$ cat config.mk
export PLATFORM = sky130hd
export DESIGN_NAME = despacho_multi_rs
export DESIGN_NICKNAME = d
export VERILOG_FILES = /design/src/rtl/despacho_pkg.sv /design/src/rtl/seletor_rs_livre.sv /design/src/rtl/despacho_multi_rs.sv
export SDC_FILE = /design/constraint.sdc
export NUM_CORES = 1
export LEC_CHECK = 0
export ABC_AREA = 1
export CAP_MARGIN = 15
export CORE_MARGIN = 2
export CORE_UTILIZATION = 43
export CTS_BUF_LIST = sky130_fd_sc_hd__clkbuf_4
export CTS_CLUSTER_DIAMETER = 40
export DETAILED_ROUTE_END_ITERATION = 7
export MAX_ROUTING_LAYER = met4
export PLACE_DENSITY_LB_ADDON = 0.1
export SYNTH_ARGS = -nofsm -noshare
export SYNTH_HDL_FRONTEND = slang
export SYNTH_SLANG_ARGS = --single-unit
$ cat constraint.sdc
create_clock -name Clock -period 2.4 [get_ports Clock]
set_clock_uncertainty 0.05 [all_clocks]
set_input_delay 0.24 -clock Clock [delete_from_list [all_inputs] [get_ports Clock]]
set_output_delay 0.24 -clock Clock [all_outputs]
set_load 0.05 [all_outputs]
$ cat src/rtl/despacho_pkg.sv
// Shared constants and types for the Tomasulo issue stage (despacho_multi_rs).
package despacho_pkg;

  localparam logic [2:0]  OP_NOP        = 3'b000;
  localparam int unsigned FREE_REGISTER = 0;

  typedef enum logic [1:0] {
    IDLE,
    ISSUE,
    STALL
  } despacho_state_t;

  // "No value yet" operand marker: all ones with the low nibble cleared.
  function automatic logic [63:0] sem_valor(input int unsigned w);
    logic [63:0] mask;
    mask = (w >= 64) ? '1 : ((64'd1 << w) - 64'd1);
    return mask & ~64'hF;
  endfunction

endpackage

$ cat src/rtl/seletor_rs_livre.sv
// Combinational round-robin finder: first non-busy station at or after rr_ptr, wrapping mod N_RS.
module seletor_rs_livre #(
  parameter int unsigned N_RS  = 4,
  parameter int unsigned PTR_W = 2
) (
  input  logic [N_RS-1:0]  Busy,
  input  logic [PTR_W-1:0] rr_ptr,
  output logic [PTR_W-1:0] sel,
  output logic             found
);

  int unsigned idx;

  always_comb begin
    sel   = '0;
    found = 1'b0;
    idx   = 0;
    for (int unsigned i = 0; i < N_RS; i++) begin
      idx = int'(rr_ptr) + i;
      if (idx >= N_RS) idx = idx - N_RS;
      if (!found && !Busy[PTR_W'(idx)]) begin
        found = 1'b1;
        sel   = PTR_W'(idx);
      end
    end
  end

endmodule

$ cat src/rtl/despacho_multi_rs.sv
// Issue stage: resolves operands from the register status table, allocates a reservation
// station round-robin and renames Ri. Define CDB_BYPASS_EN to forward a same-cycle CDB broadcast.
module despacho_multi_rs
  import despacho_pkg::*;
#(
  parameter int unsigned N_RS    = 4,
  parameter int unsigned N_REGS  = 8,
  parameter int unsigned DATA_W  = 16,
  parameter int unsigned TAG_W   = 3,
  parameter int unsigned STALL_W = 8
) (
  input  logic                     Clock,
  input  logic                     Reset,
  input  logic                     Instr_Valid,
  input  logic [15:0]              Instrucao_Despachada,
  input  logic [N_REGS*TAG_W-1:0]  Rs_Qi,
  input  logic [N_REGS*DATA_W-1:0] Rs_Qi_data,
  input  logic [N_RS-1:0]          Busy,
  input  logic                     CDB_Valid,
  input  logic [TAG_W-1:0]         CDB_Tag,
  input  logic [DATA_W-1:0]        CDB_Data,
  output logic [DATA_W-1:0]        Vj,
  output logic [DATA_W-1:0]        Vk,
  output logic [TAG_W-1:0]         Qj,
  output logic [TAG_W-1:0]         Qk,
  output logic [2:0]               Ufop,
  output logic [N_RS-1:0]          Enable_VQ,
  output logic                     R_enable_despacho,
  output logic [2:0]               R_target_despacho,
  output logic [TAG_W-1:0]         R_res_station_despacho,
  output logic                     Pop,
  output logic [STALL_W-1:0]       Stall_count
);

  localparam int unsigned       PTR_W     = (N_RS > 1) ? $clog2(N_RS) : 1;
  localparam logic [DATA_W-1:0] SEM_VALOR = DATA_W'(sem_valor(DATA_W));
  localparam logic [TAG_W-1:0]  TAG_FREE  = TAG_W'(FREE_REGISTER);

  despacho_state_t   state;
  logic [PTR_W-1:0]  rr_ptr;
  logic [PTR_W-1:0]  sel;
  logic              found;
  logic [2:0]        op, ri, rj, rk;
  logic [TAG_W-1:0]  tag_j, tag_k, nxt_qj, nxt_qk;
  logic [DATA_W-1:0] nxt_vj, nxt_vk;
  logic              is_nop, hazard, do_issue, do_stall;
  logic              unused_bits;

  assign op     = Instrucao_Despachada[15:13];
  assign ri     = Instrucao_Despachada[12:10];
  assign rj     = Instrucao_Despachada[9:7];
  assign rk     = Instrucao_Despachada[6:4];
  assign is_nop = (op == OP_NOP);

  // Tags are read before this instruction's rename takes effect, so Ri==Rj sees the old producer.
  assign tag_j = Rs_Qi[rj*TAG_W +: TAG_W];
  assign tag_k = Rs_Qi[rk*TAG_W +: TAG_W];

`ifdef CDB_BYPASS_EN
  assign unused_bits = ^Instrucao_Despachada[3:0];
`else
  assign unused_bits = ^{Instrucao_Despachada[3:0], CDB_Data};
`endif

  seletor_rs_livre #(
    .N_RS  (N_RS),
    .PTR_W (PTR_W)
  ) u_seletor (
    .Busy   (Busy),
    .rr_ptr (rr_ptr),
    .sel    (sel),
    .found  (found)
  );

  always_comb begin
    nxt_vj = (tag_j == TAG_FREE) ? Rs_Qi_data[rj*DATA_W +: DATA_W] : SEM_VALOR;
    nxt_vk = (tag_k == TAG_FREE) ? Rs_Qi_data[rk*DATA_W +: DATA_W] : SEM_VALOR;
    nxt_qj = tag_j;
    nxt_qk = tag_k;
    hazard = 1'b0;
`ifdef CDB_BYPASS_EN
    if (CDB_Valid && tag_j != TAG_FREE && CDB_Tag == tag_j) begin
      nxt_vj = CDB_Data;
      nxt_qj = TAG_FREE;
    end
    if (CDB_Valid && tag_k != TAG_FREE && CDB_Tag == tag_k) begin
      nxt_vk = CDB_Data;
      nxt_qk = TAG_FREE;
    end
`else
    // Without forwarding, a producer broadcasting now would be missed; wait for the table update.
    hazard = CDB_Valid && ((tag_j != TAG_FREE && CDB_Tag == tag_j) ||
                           (tag_k != TAG_FREE && CDB_Tag == tag_k));
`endif
  end

  // A NOP needs no station and reads no operands, so it is consumed unconditionally.
  assign do_issue = Instr_Valid && (is_nop || (found && !hazard));
  assign do_stall = Instr_Valid && !do_issue;

  always_ff @(posedge Clock) begin
    if (Reset) begin
      state                  <= IDLE;
      rr_ptr                 <= '0;
      Vj                     <= SEM_VALOR;
      Vk                     <= SEM_VALOR;
      Qj                     <= '0;
      Qk                     <= '0;
      Ufop                   <= '0;
      Enable_VQ              <= '0;
      R_enable_despacho      <= 1'b0;
      R_target_despacho      <= '0;
      R_res_station_despacho <= '0;
      Pop                    <= 1'b0;
      Stall_count            <= '0;
    end else begin
      Enable_VQ         <= '0;
      R_enable_despacho <= 1'b0;
      Pop               <= do_issue;

      if (state == STALL && Stall_count != '1)
        Stall_count <= Stall_count + STALL_W'(1);

      if (do_issue)      state <= ISSUE;
      else if (do_stall) state <= STALL;
      else               state <= IDLE;

      if (do_issue && !is_nop) begin
        Vj                     <= nxt_vj;
        Vk                     <= nxt_vk;
        Qj                     <= nxt_qj;
        Qk                     <= nxt_qk;
        Ufop                   <= op;
        Enable_VQ              <= {{(N_RS-1){1'b0}}, 1'b1} << sel;
        R_enable_despacho      <= 1'b1;
        R_target_despacho      <= ri;
        R_res_station_despacho <= TAG_W'(sel) + TAG_W'(1);
        rr_ptr                 <= (sel == PTR_W'(N_RS-1)) ? '0 : sel + PTR_W'(1);
      end
    end
  end

endmodule

Yosys cells after proc, flatten, opt, wreduce, memory -nomap -nowiden. Index checks and enable logic that the tools add are counted.

Equal/unequal tests: 5. Multipliers: 2. $add $sub $neg: 10. Mux-type cells: 26. Bitwise operators: 1. Magnitude comparators: 8. Reductions and logical operators: 28. Shifts and indexed selects: 5.

Operators with widths (count): $shiftx A128 B8 Y16 (2); $shiftx A24 B6 Y3 (2); $mux W16 (2); $mux W2 (10); $lt A2 B3 Y1 const B (4); $logic_and A1 B1 Y1 (11); $mul A3 B2 Y5 const B (2); $mux W1 (10); $ge A3 B3 Y1 const B (3); $logic_not A3 Y1 (3); $add A8 B1 Y8 const B (1); $bmux W1 S2 (4); $logic_not A1 Y1 (8); $ne A8 B8 Y1 const B (1); $sub A2 B1 Y2 const B (4); $add A2 B1 Y3 const B (2); $add A2 B2 Y3 const B (2); $eq A3 B3 Y1 (2); $reduce_bool A3 Y1 (2); $eq A2 B2 Y1 const B (2); $reduce_or A2 Y1 (2); $shl A1 B2 Y4 const A (1); $ge A2 B3 Y1 const B (1); $add A2 B1 Y2 const B (1); other kinds (2) (3).

Input bits: 195. Bits in registers: 65. Output and inout port bits: 61.

Logic depth before layout (Yosys ltp). Gate-level depths: netlist (run 1).

Depth after elaboration: 21. Depth in mapped cells: 17. Gate-level depth less buffers: 15.

By module. A second synthesis (run 1) with hierarchy kept.

Cells, all modules: 1059. Area total of the unflattened synthesis: 5724.2 µm².

Modules (own cells, without submodules): despacho_multi_rs (cells each 989, sequential area each 1261.2 µm², area an instance 5402.7 µm², times used 1); seletor_rs_livre (cells each 70, sequential area each 0.0 µm², area an instance 321.6 µm², times used 1).

Worst setup path after synthesis (run 1). No wires, ideal clock.

Path type: register to register. From: reg rr_ptr[0]. To: reg rr_ptr[0]. Stages on the path, launching flop included: 14. Arrival time: 1.899 ns. Path slack: 0.381 ns. Path buffers: 1. Setup time: 0.070 ns. Cells stage by stage: dfxtp_1 buf_4 xnor2_2 nor2_1 a21oi_1 nand2_1 nor2_1 nand2_1 o21ai_0 inv_1 ha_1 nor2_1 nand4_1 a21oi_1.

Word-level cells in the longest chain between the ends: 18. Elaborated cells on any way between the ends: 46. Classes of those cells: add/sub (8); order compare (4); eq/ne (1); mux (21); reduce/logical (12).

RTL lines: start, declared (RTL line despacho_multi_rs.sv:40) `logic [PTR_W-1:0] rr_ptr;`; start signal, assigned (RTL line despacho_multi_rs.sv:138) `rr_ptr <= (sel == PTR_W'(N_RS-1)) ? '0 : sel + PTR_W'(1);`; branches (longest 18 deep; another with $add A2 B1 Y3).

Parallel ways; which one is timed is not known. The select of a mux whose other input is x is not followed. A chain may end at the register's enable or synchronous reset.

Worst setup path after layout (run 1).
From: reg rr_ptr[0]. To: reg R_res_station_despacho[2].

Word-level cells in the longest chain between the ends: 18. Elaborated cells on any way between the ends: 44. Classes of those cells: add/sub (8); order compare (4); mux (20); reduce/logical (12).

RTL lines: branches (longest 18 deep; another with $add A2 B1 Y3); end signal, assigned (RTL line despacho_multi_rs.sv:137) `R_res_station_despacho <= TAG_W'(sel) + TAG_W'(1);`; end, declared (RTL line despacho_multi_rs.sv:30) `output logic [TAG_W-1:0] R_res_station_despacho,`.

Parallel ways; which one is timed is not known. The select of a mux whose other input is x is not followed.

==> results of run 1 <==
## kinds of logic after synthesis
family                     count (synthesis)  synth area share (%)
adders and majority gates                  2                0.4490
DFF                                       63                 22.63
buffers and inverters                    190                 14.46
and+or+nand+nor                          467                 34.67
AOI/OAI and AO/OA                        302                 27.35
xor gates and xnor gates                   2                0.4491
## placed cells by master (no fill, tap or decap), types with 3 or more instances in the layout
cell type / instances
nand2_1: 244
clkdlybuf4s50_1: 231
o21ai_0: 184
nor2_1: 114
a21oi_1: 111
inv_1: 105
nand3_1: 96
dfxtp_1: 61
buf_4: 49
clkbuf_4: 10
inv_2: 7
clkinv_1: 4
buf_2: 4
nand4_1: 3
## worst min-delay path: stages
cell and delay (ns):
clkdlybuf4s50_1 0.40, nor2_1 0.10, nor2_1 0.05
## where the power goes
part / internal (W) / total, W / leakage [nW] / switching, W
logic: 0.00117 / 0.00285 / 3.14 / 0.00168
clock network: 0.000431 / 0.000837 / 0.0840 / 0.000406
registers: 0.00122 / 0.00135 / 0.519 / 0.000126
## final timing paths
check / startpoint / endpoint / slack, ns / cells past startpoint
max: rr_ptr[0] / R_res_station_despacho[2] / 0.16 / 14
min: Instrucao_Despachada[12] / R_target_despacho[2] / 0.38 / 3
max reg2reg: rr_ptr[0] / R_res_station_despacho[2] / 0.16 / 14
min reg2reg: Ufop[1] / Ufop[1] / 0.43 / 2
## area by class of cell
type	count	share of cell area [%]
flip-flops and latches	63	15.15
inverters	116	5.240
clock buffers	10	0.8982
repair buffers	287	32.92
well taps	172	2.575
multi-input cells	773	42.20
clock inverters	6	1.018
## per-layer routing
metal	routed length, microns	track usage [%]
met5	0	-
met4	642	11.67
met3	1989	5.087
met2	9409	47.35
met1	9322	41.49
## stage by stage
| stage | hold slack [ns] | total power (W) | setup TNS, ns |
|---|---|---|---|
| floorplan | 0.3249 | 0.003005 | 0 |
| global placement | 0.4038 | 0.004119 | -0.6741 |
| detailed placement | 0.4047 | 0.004138 | -1.874 |
| CTS | 0.3643 | 0.004977 | 0 |
| global route | 0.3745 | 0.005365 | -0.02342 |
| finish | 0.3758 | 0.005037 | 0 |
## what timing repair did
item | in CTS | in global routing
endpoints found under the setup margin | 0 | 44
gates resized for setup | 0 | 11
buffers inserted | 0 | 0
## flip-flops by register name (all words and copies together) (netlist names), 2 cells and up
register                flops
Qj                          3
Stall_count                 8
R_target_despacho           3
Qk                          3
Vj                         16
rr_ptr                      2
Enable_VQ                   4
Vk                         16
Ufop                        3
R_res_station_despacho      2
==> summary.md, run 1 <==
| Metric | Value |
|---|---|
| Die H | 117.8 microns |
| Crit path max-delay cell type | dfxtp_4 |
| Status | finished clean |
| Mapped Nets | 1,223 |
| Ranking of synthesized cells by area | dfxtp_1 (23%), o21ai_0 (17%), nand2_1 (16%), a21oi_1 (10%), nand3_1 (8.6%) |
| Period Utilization, post-route | 93.20% |
| Final setup vio count | 0 |
| Area grow syn2layout | 49.98% |
| Core Rows | 41 |
| Routability cong. | 0.9778 |
| Clk buf depth | 2 |
| RSZ-0062 raised after global routing | yes |
| CTS HTree Levels | 3 |
| Hold Vio Cnt, Final | 0 |
| Storage element area | 1266 sq um |
| Pins over their slew limit | 0 |
| Synthesized area | 5573 sq um |
| Final wirelength | 21,360 microns |
| Worst slew pin tran | 0.6366 ns |
| Critical path arrival | 2.52 ns |
| Largest net degree at the start of global routing | 71 |
| Crit Path Max Fanout | 7 |
| Crit path kind | reg2reg |
| TritonCTS clock tree | yes |
| Post-layout nets | 1,447 |
| Initial DRC count | 890 |
| Post-route insts no fill | 1,427 |
| Seq/Total Area, Yosys | 22.63% |
| Initial antenna violation count | 0 |
| CTS Hold Bufs | 0 |
| # diodes | 0 |
| Power per cell area | 602.7 nW/um^2 |
| Residual DRC | 0 |
| Post-detail-place hpwl | 16,090 microns |
| Buf/Inv on CP | 3 |
| Period minus WS final | 2.237 ns |
| Placed Instances | 1,411 |
| Fill cell count | 1,256 |
| Startpoint type of the worst setup path | flip-flop |
| Worst-Skew Late Latency | 0.40 ns |
| Asr flop ratio synth | 0% |
| Worst vdd ir | 0.0004390 V |
| Slew headroom | 57.56% |
| Global-route wire length before repair | 34,440 microns |
| Clk root buf | clkbuf_4 |
| GRT Residual Overflow | 0 |
| Top_reg_cell synth | dfxtp_1 |
| Inserted Clock Buffers | 9 |
| # IOs | 256 |
| Crit-path cells | xnor2_4 > nor2_1 > a21oi_2 > nand2_1 > nor2_2 > nand2_1 > buf_4 > o211ai_1 > o21ai_1 > inv_1 > ha_1 > buf_4 > nand4_1 > a21oi_2 |
| Synth Instances | 1,026 |
| Number of port buffers | 235 |
| Wire per inst | 14.97 microns |
| Final setup margin | 0.1632 ns |
| CTS clk-pin slew, worst paths | 0.11 ns |
| Number of global-route vias before repair | 6,813 |
| Largest area contributor in the netlist | dfxtp_1 |
| Most frequent cell after synthesis | nand2_1 |
| P_leak | 3.748 nW |
| Vias | 7,438 |
| Post-Syn Area per Cell | 5.432 sq um |
| MaxCap Viol Count | 0 |
| Yosys reg bits | 63 |
| Yosys warns | 0 |
| Post-synth EDFFs | 0 |
| Share of cells above drive strength 1 | 7.251% |
| Endpoint type of the worst setup path | flip-flop |
| Routed Antenna Nets | 0 |
| Die X-Extent | 117.8 microns |
| Share of the synthesized area in the top cell type | 22.63% |
| Clock Sinks | 63 |
| Synth cell types | 29 |
| Synth top cells by count | nand2_1 (244), o21ai_0 (185), nor2_1 (115) |
| Vias per std cell | 5.212 |
| CP Data Required Time | 2.68 ns |
| Finished Core Util | 66.23% |
| CP delay by family, top | simple AND/OR/NAND/NOR gates |
| Detailed Routing Iterations Pass 1 | 5 |
| CORE AREA | 12,620 sq um |
| GRT Total Usage | 31.11% |
| Die Area | 13,890 sq um |
| Initial Util | 44.16% |
| Area of the multi-input gates | 3527 sq um |
| Fmax | 0.4471 GHz |
| Cell Area, Placed | 8165 sq um |
| Worst slack, placed | -0.1321 ns |
| Critical Path Max Stage Delay | 0.40 ns |
| Post-route cell area | 8358 sq um |
| HP Class | in2reg |
(Power assumes the default switching activity.)
==> run 2: changes to the inputs <==
Settings changed: CTS_CLUSTER_SIZE set to 40.
==> results of run 2 <==
The final DEF is identical to that of run 1; final timing and power are the same.
